--- src/rtl/cache_ri_ctrl.sv ---
`default_nettype none
// ============================================================================
// Module   : cache_ri_ctrl
// Purpose  : Refill/IO sequencer behind the data cache front end. Accepts one
//            command at a time and runs it to completion:
//              - 4-word line refill from memory into the cache data/tag RAMs
//              - a single uncached IO read or write
//              - an invalidate sweep over every cache line
//            Owns the Avalon-style memory master port m1.
// Ports    : clk, rest             clock, synchronous active-high reset
//            m0_cmd*               command channel (ready = 1-cycle done pulse)
//            req_*                 fields of the pending access
//            io_readData*          IO read result + strobe
//            rf_*                  data RAM word write / tag-valid write
//            m1_*                  memory master (pipelined reads, waitRequest)
// Revision : 1.0  initial release
// ============================================================================
module cache_ri_ctrl #(
  parameter int         IDX_W    = 7,
  parameter logic [3:0] CMD_RB   = 4'd1,
  parameter logic [3:0] CMD_IORW = 4'd2,
  parameter logic [3:0] CMD_CTRL = 4'd3
) (
  input  logic              clk,
  input  logic              rest,
  // command channel
  input  logic [3:0]        m0_cmd,
  input  logic              m0_cmd_valid,
  output logic              m0_cmd_ready,
  // pending access
  input  logic [31:0]       req_address,
  input  logic [3:0]        req_byteEnable,
  input  logic              req_read,
  input  logic              req_write,
  input  logic [31:0]       req_writeData,
  // IO read result
  output logic [31:0]       io_readData,
  output logic              io_readDataValid,
  // cache RAM write side
  output logic [IDX_W+1:0]  rf_wAddr,
  output logic [31:0]       rf_wData,
  output logic              rf_wEn,
  output logic              rf_tagWrite,
  output logic              rf_tagValid,
  // memory master
  output logic [31:0]       m1_address,
  output logic [3:0]        m1_byteEnable,
  output logic              m1_read,
  output logic              m1_write,
  output logic [31:0]       m1_writeData,
  input  logic [31:0]       m1_readData,
  input  logic              m1_waitRequest,
  input  logic              m1_readDataValid
);

  typedef enum logic [2:0] {
    S_IDLE    = 3'd0,
    S_RB_REQ  = 3'd1,
    S_RB_WAIT = 3'd2,
    S_IO_REQ  = 3'd3,
    S_IO_WAIT = 3'd4,
    S_INV     = 3'd5,
    S_DONE    = 3'd6
  } state_t;

  localparam logic [IDX_W-1:0] c_LINE_ONE  = IDX_W'(1);
  localparam logic [IDX_W-1:0] c_LINE_LAST = '1;

  state_t            r_state;
  state_t            w_next;

  // Latched request; the byte offset is irrelevant since every bus access is
  // word aligned, so only bits [31:2] are kept.
  logic [31:2]       r_addr;
  logic [3:0]        r_be;
  logic              r_rd;
  logic              r_wr;
  logic [31:0]       r_wdata;

  logic [1:0]        r_issue_cnt;   // refill reads accepted by memory
  logic [1:0]        r_rcv_cnt;     // refill words returned
  logic [IDX_W-1:0]  r_line;        // invalidate sweep line

  logic              w_rb_accept;   // refill read accepted this cycle
  logic              w_rb_data;     // refill word returned this cycle
  logic              w_rb_last;     // 4th refill word returned this cycle
  logic              w_unused;

  assign w_unused    = ^req_address[1:0];

  assign w_rb_accept = (r_state == S_RB_REQ) && !m1_waitRequest;
  // Data may still be arriving while the last reads are being issued, so
  // both refill states accept returning words.
  assign w_rb_data   = ((r_state == S_RB_REQ) || (r_state == S_RB_WAIT)) && m1_readDataValid;
  assign w_rb_last   = w_rb_data && (r_rcv_cnt == 2'd3);

  // --------------------------------------------------------------------------
  // State and datapath registers
  // --------------------------------------------------------------------------
  always_ff @(posedge clk) begin
    if (rest) begin
      r_state     <= S_IDLE;
      r_addr      <= '0;
      r_be        <= '0;
      r_rd        <= 1'b0;
      r_wr        <= 1'b0;
      r_wdata     <= '0;
      r_issue_cnt <= '0;
      r_rcv_cnt   <= '0;
      r_line      <= '0;
    end else begin
      r_state <= w_next;

      if ((r_state == S_IDLE) && m0_cmd_valid) begin
        r_addr      <= req_address[31:2];
        r_be        <= req_byteEnable;
        r_rd        <= req_read;
        r_wr        <= req_write;
        r_wdata     <= req_writeData;
        r_issue_cnt <= '0;
        r_rcv_cnt   <= '0;
        r_line      <= '0;
      end else begin
        if (w_rb_accept) begin
          r_issue_cnt <= r_issue_cnt + 2'd1;
        end
        if (w_rb_data) begin
          r_rcv_cnt <= r_rcv_cnt + 2'd1;
        end
        // Wraps back to 0 after the last line so the next sweep starts clean.
        if (r_state == S_INV) begin
          r_line <= r_line + c_LINE_ONE;
        end
      end
    end
  end

  // --------------------------------------------------------------------------
  // Next state and outputs
  // --------------------------------------------------------------------------
  always_comb begin
    w_next           = r_state;
    m0_cmd_ready     = 1'b0;
    io_readData      = '0;
    io_readDataValid = 1'b0;
    rf_wAddr         = '0;
    rf_wData         = '0;
    rf_wEn           = 1'b0;
    rf_tagWrite      = 1'b0;
    rf_tagValid      = 1'b0;
    m1_address       = '0;
    m1_byteEnable    = '0;
    m1_read          = 1'b0;
    m1_write         = 1'b0;
    m1_writeData     = '0;

    // Refill data return is shared by both refill states.
    if (w_rb_data) begin
      rf_wEn   = 1'b1;
      rf_wData = m1_readData;
      rf_wAddr = {r_addr[IDX_W+3:4], r_rcv_cnt};
      if (w_rb_last) begin
        rf_tagWrite = 1'b1;
        rf_tagValid = 1'b1;
      end
    end

    unique case (r_state)
      S_IDLE: begin
        if (m0_cmd_valid) begin
          if (m0_cmd == CMD_RB) begin
            w_next = S_RB_REQ;
          end else if (m0_cmd == CMD_IORW) begin
            w_next = S_IO_REQ;
          end else if (m0_cmd == CMD_CTRL) begin
            w_next = S_INV;
          end else begin
            w_next = S_DONE;
          end
        end
      end

      S_RB_REQ: begin
        m1_read       = 1'b1;
        m1_address    = {r_addr[31:4], r_issue_cnt, 2'b00};
        m1_byteEnable = 4'hF;
        if (w_rb_last) begin
          w_next = S_DONE;
        end else if (w_rb_accept && (r_issue_cnt == 2'd3)) begin
          w_next = S_RB_WAIT;
        end
      end

      S_RB_WAIT: begin
        if (w_rb_last) begin
          w_next = S_DONE;
        end
      end

      S_IO_REQ: begin
        m1_address    = {r_addr[31:2], 2'b00};
        m1_byteEnable = r_be;
        m1_writeData  = r_wdata;
        // A request flagged as both read and write is performed as a read.
        m1_read       = r_rd;
        m1_write      = r_wr && !r_rd;
        if (!r_rd && !r_wr) begin
          w_next = S_DONE;
        end else if (!m1_waitRequest) begin
          w_next = r_rd ? S_IO_WAIT : S_DONE;
        end
      end

      S_IO_WAIT: begin
        if (m1_readDataValid) begin
          io_readData      = m1_readData;
          io_readDataValid = 1'b1;
          w_next           = S_DONE;
        end
      end

      S_INV: begin
        rf_tagWrite = 1'b1;
        rf_tagValid = 1'b0;
        rf_wAddr    = {r_line, 2'b00};
        if (r_line == c_LINE_LAST) begin
          w_next = S_DONE;
        end
      end

      S_DONE: begin
        m0_cmd_ready = 1'b1;
        w_next       = S_IDLE;
      end

      default: begin
        w_next = S_IDLE;
      end
    endcase
  end

endmodule
`default_nettype wire
--- config.mk ---
export PLATFORM = sky130hd
export DESIGN_NAME = cache_ri_ctrl
export DESIGN_NICKNAME = d
export VERILOG_FILES = /design/src/rtl/cache_ri_ctrl.sv
export SDC_FILE = /design/constraint.sdc
export NUM_CORES = 1
export LEC_CHECK = 0
export ABC_CLOCK_PERIOD_IN_PS = 2020
export CAP_MARGIN = 5
export CORE_UTILIZATION = 37
export DETAILED_ROUTE_END_ITERATION = 8
export GPL_TIMING_DRIVEN = 0
export PLACE_DENSITY = 0.81
export SYNTH_ARGS = -nofsm -noshare
export SYNTH_HDL_FRONTEND = slang
export SYNTH_SLANG_ARGS = --single-unit
--- constraint.sdc ---
create_clock -name clk -period 2.02 [get_ports clk]
set_input_delay 0.505 -clock clk [delete_from_list [all_inputs] [get_ports clk]]
set_output_delay 0.505 -clock clk [all_outputs]
set_load 0.005 [all_outputs]
==> results.sh <==
export IMPL_status="finished, violations left"
export IMPL_failed_checks="negative setup slack"
export IMPL_r2r_end="r_state[2]"
export IMPL_ys_types=37
export IMPL_instances_no_fill=1044
export IMPL_first_pass_iters=5
export IMPL_clk_path_buf_depth=2
export IMPL_reg2regPathDepth=8
export IMPL_start_util_pct=38.29
export IMPL_die_y_um=108.2
export IMPL_cts_root_buf="clkbuf_8"
export IMPL_core_area_mm2=0.01089
export IMPL_placed_area_mm2=0.006880
export IMPL_ctsHtreeMaxLevel=3
export IMPL_n_fill_cell=702
export IMPL_wl_per_cell_um=18.71
export IMPL_core_rowCount=38
export IMPL_fin_total_pwr_mw=7.137
export IMPL_synth_cells=562
export IMPL_yosysWarnings=0
export IMPL_leakagePower_nw=3.826
export IMPL_crit_path_start_kind="flop"
export IMPL_seq_area_mm2=0.001653
export IMPL_grt_antenna_before_repair=0
export IMPL_cts_inserted_buffers=9
export IMPL_drt_iter0_markers=317
export IMPL_ir_worst_vdd_uv=513.6
export IMPL_fin_area_mm2=0.008474
export IMPL_syn_area_per_cell_um2=7.418
export IMPL_final_setup_viol_count=139
export IMPL_diodes=0
export IMPL_io_pins=259
export IMPL_worstSkewPairLatency_ns=0.36
export IMPL_hold_violations=0
export IMPL_arrival_ns=1.82
export IMPL_slew_viol_final=0
export IMPL_cts_sink_count=82
export IMPL_setup_worst_path_start="r_state[1]"
export IMPL_pwr_density_cell_mw_per_mm2=842.2
export IMPL_place_inst=956
export IMPL_holdPathEnd="r_wdata[26]"
export IMPL_crit_fanout=6
export IMPL_grt_max_degree=14
export IMPL_required_ns=1.51
export IMPL_maxCapViolations=0
export IMPL_multiInputGateArea_mm2=0.002676
export IMPL_area_growth_pct=103.3
export IMPL_setup_slack_ns=-0.3099
export IMPL_gp_congestion=0.8470
export IMPL_finalCriticalPeriod_ns=2.330
export IMPL_synth_seq_area_share_pct=39.38
export IMPL_drive_gt1_share_pct=42.15
export IMPL_final_net_count=1013
export IMPL_ant_nets=0
export IMPL_whs_ns=0.4597
export IMPL_dieArea_mm2=0.01170
export IMPL_holdPathStages=2
export IMPL_via_per_inst=5.243
export IMPL_overflow=0
export IMPL_fmax_ghz=0.4292
export IMPL_port_buffers=253
export IMPL_reg2reg_slack_ns=0.06
export IMPL_rsz0062_at_grt="true"
export IMPL_drc=0
export IMPL_syn_cell_area_mm2=0.004169
export IMPL_clock_skew_ns=0.005687
export IMPL_synth_seq_cells=82
export IMPL_clk_pin_slew_ns=0.08
export IMPL_hpwlAfterDp_um=11350
export IMPL_cp_end_kind="primary output"
export IMPL_cts_hold_buf=0
export IMPL_fin_crit_sh_pct=115.3
export IMPL_routed_wl_um=19540
export IMPL_rr_startpoint="r_state[0]"
export IMPL_grt_pass1_wl_um=26300
export IMPL_via_count=5474
export IMPL_final_util_pct=77.83
export IMPL_setup_tns_ns=-20.56
export IMPL_crit_type="flop to primary output"
export IMPL_hold_path_class="flop to flop"
export IMPL_dieWidth_um=108.2
export IMPL_globalRouteTotalUtil_pct=29.15
export IMPL_slew_headroom_pct=63.98
export IMPL_pre_cts_slack_ns=-1.128
export IMPL_hold_start="r_wdata[26]"
export IMPL_grt_pass1_vias=5138
export IMPL_cts_tree="yes"
export IMPL_worst_pin_slew_ns=0.5404
## final cells by class
cell class	count	area share, %
timing repair buffer	327	39.35
multi-input combinational	427	31.58
sequential	82	19.50
buffer	46	4.651
tap	140	2.067
clock buffer	11	1.668
clock inverter	5	0.9154
inverter	6	0.2658
## registers in the layout, indices dropped and copies added (netlist names)
signal / flops
r_issue_cnt: 2
r_line: 7
r_rcv_cnt: 2
r_state: 3
r_wdata: 32
r_be: 4
r_rd: 1
r_addr: 30
r_wr: 1
## per-layer routing
metal	up-vias	share of wire, %	global-route usage, %	routed length (µm)
li1	2498	-	-	-
met1	2588	35	31.99	6873
met2	298	52	53.14	10070
met3	90	8.4	7.113	1634
met4	0	4.9	12.23	962
met5	-	0	0	0
## cells by family (layout without fill, tap and decap cells)
group           after synthesis  after routing  share of synthesized area, %
compound gates               90             90                         12.43
xor+xnor                     10             10                         2.281
fa+ha+maj                     3              3                        0.9005
buf+inv                      55            395                         5.822
flops                        82             82                         39.38
mux                           7              7                         1.681
other cells                   1              2                       0.08995
simple gates                314            315                         37.43
## critical path, cell delays in order, from the launching register on
cell,delay (ns)
dfxtp_4,0.40
xnor2_4,0.18
buf_6,0.14
nor2_4,0.16
clkbuf_8,0.16
buf_6,0.09
buf_6,0.09
and2_4,0.14
buf_6,0.09
## repair_timing
action,CTS,global route
buffers inserted,51,18
endpoints found under the setup margin,146,146
pin swaps,92,14
resized for setup,799,127
cloned,12,0
## power by group
group	internal [mW]	total, mW	switching [mW]
combinational	2.05	3.71	1.67
sequential	1.90	2.10	0.203
clock	0.726	1.33	0.600
## placed cells by master, fill, tap and decap left out, types with 5 or more instances in the layout
cell type        netlist  routed
buf_12                 0       5
nor2_1                18      17
and3_1                33      12
clkdlybuf4s50_1        0     107
xnor2_1                6       6
clkbuf_1              32      15
buf_8                  0      24
mux2i_1                7       7
nand2_1              148     147
buf_4                  6      25
and2_4                 0      82
and2_1                96      14
dlygate4sd2_1          0       5
dfxtp_1               82      79
buf_2                 11      40
inv_1                  6       6
a22o_1                 6       6
clkbuf_8               0      13
a21oi_1               75      75
buf_6                  0     146
and3_4                 0      21
## synthesized netlist by cell type
cell type  count  area, µm²
xnor2_1        6      52.55
nor2_1        18      67.56
clkbuf_1      32      120.1
buf_4          6      45.04
a22o_1         6      52.55
nand2_1      148      555.5
a21o_1         1      7.510
nor3_1         3      15.01
conb_1         1      3.750
nor2b_1        4      25.02
mux2i_1        7      70.07
and2_1        96      600.6
a311oi_1       1      8.760
a32oi_1        1      8.760
nand4b_1       1      8.760
o32a_1         1      10.01
and3b_1        1      8.760
o21ai_0        1      5.000
buf_2         11      55.05
nand4_1        2      12.51
inv_1          6      22.52
a21oi_1       75      375.4
nor3b_2        1      12.51
xor2_1         3      26.28
or2_2          1      6.260
o41ai_2        1      16.27
nand2b_1       3      18.77
and3_1        33      206.5
and4_1         1      8.760
a211o_1        1      8.760
nand3b_1       1      7.510
ha_1           3      37.54
nor2_2         1      6.260
o311ai_2       1      16.27
xnor2_2        1      16.27
o2111ai_1      1      8.760
dfxtp_1       82       1642
## worst max path at each step
stage | endpoint | slack (ns) | depth (start not counted)
final | rf_wData[17] | -0.31 | 8
after global routing | rf_wData[17] | -0.37 | 8
after CTS | rf_wAddr[8] | -0.23 | 7
after detailed placement | rf_wAddr[0] | -1.13 | 6
after global placement | rf_wAddr[0] | -1.12 | 6
after floorplan | m1_writeData[0] | 0.22 | 4
(Power assumes the default switching activity.)
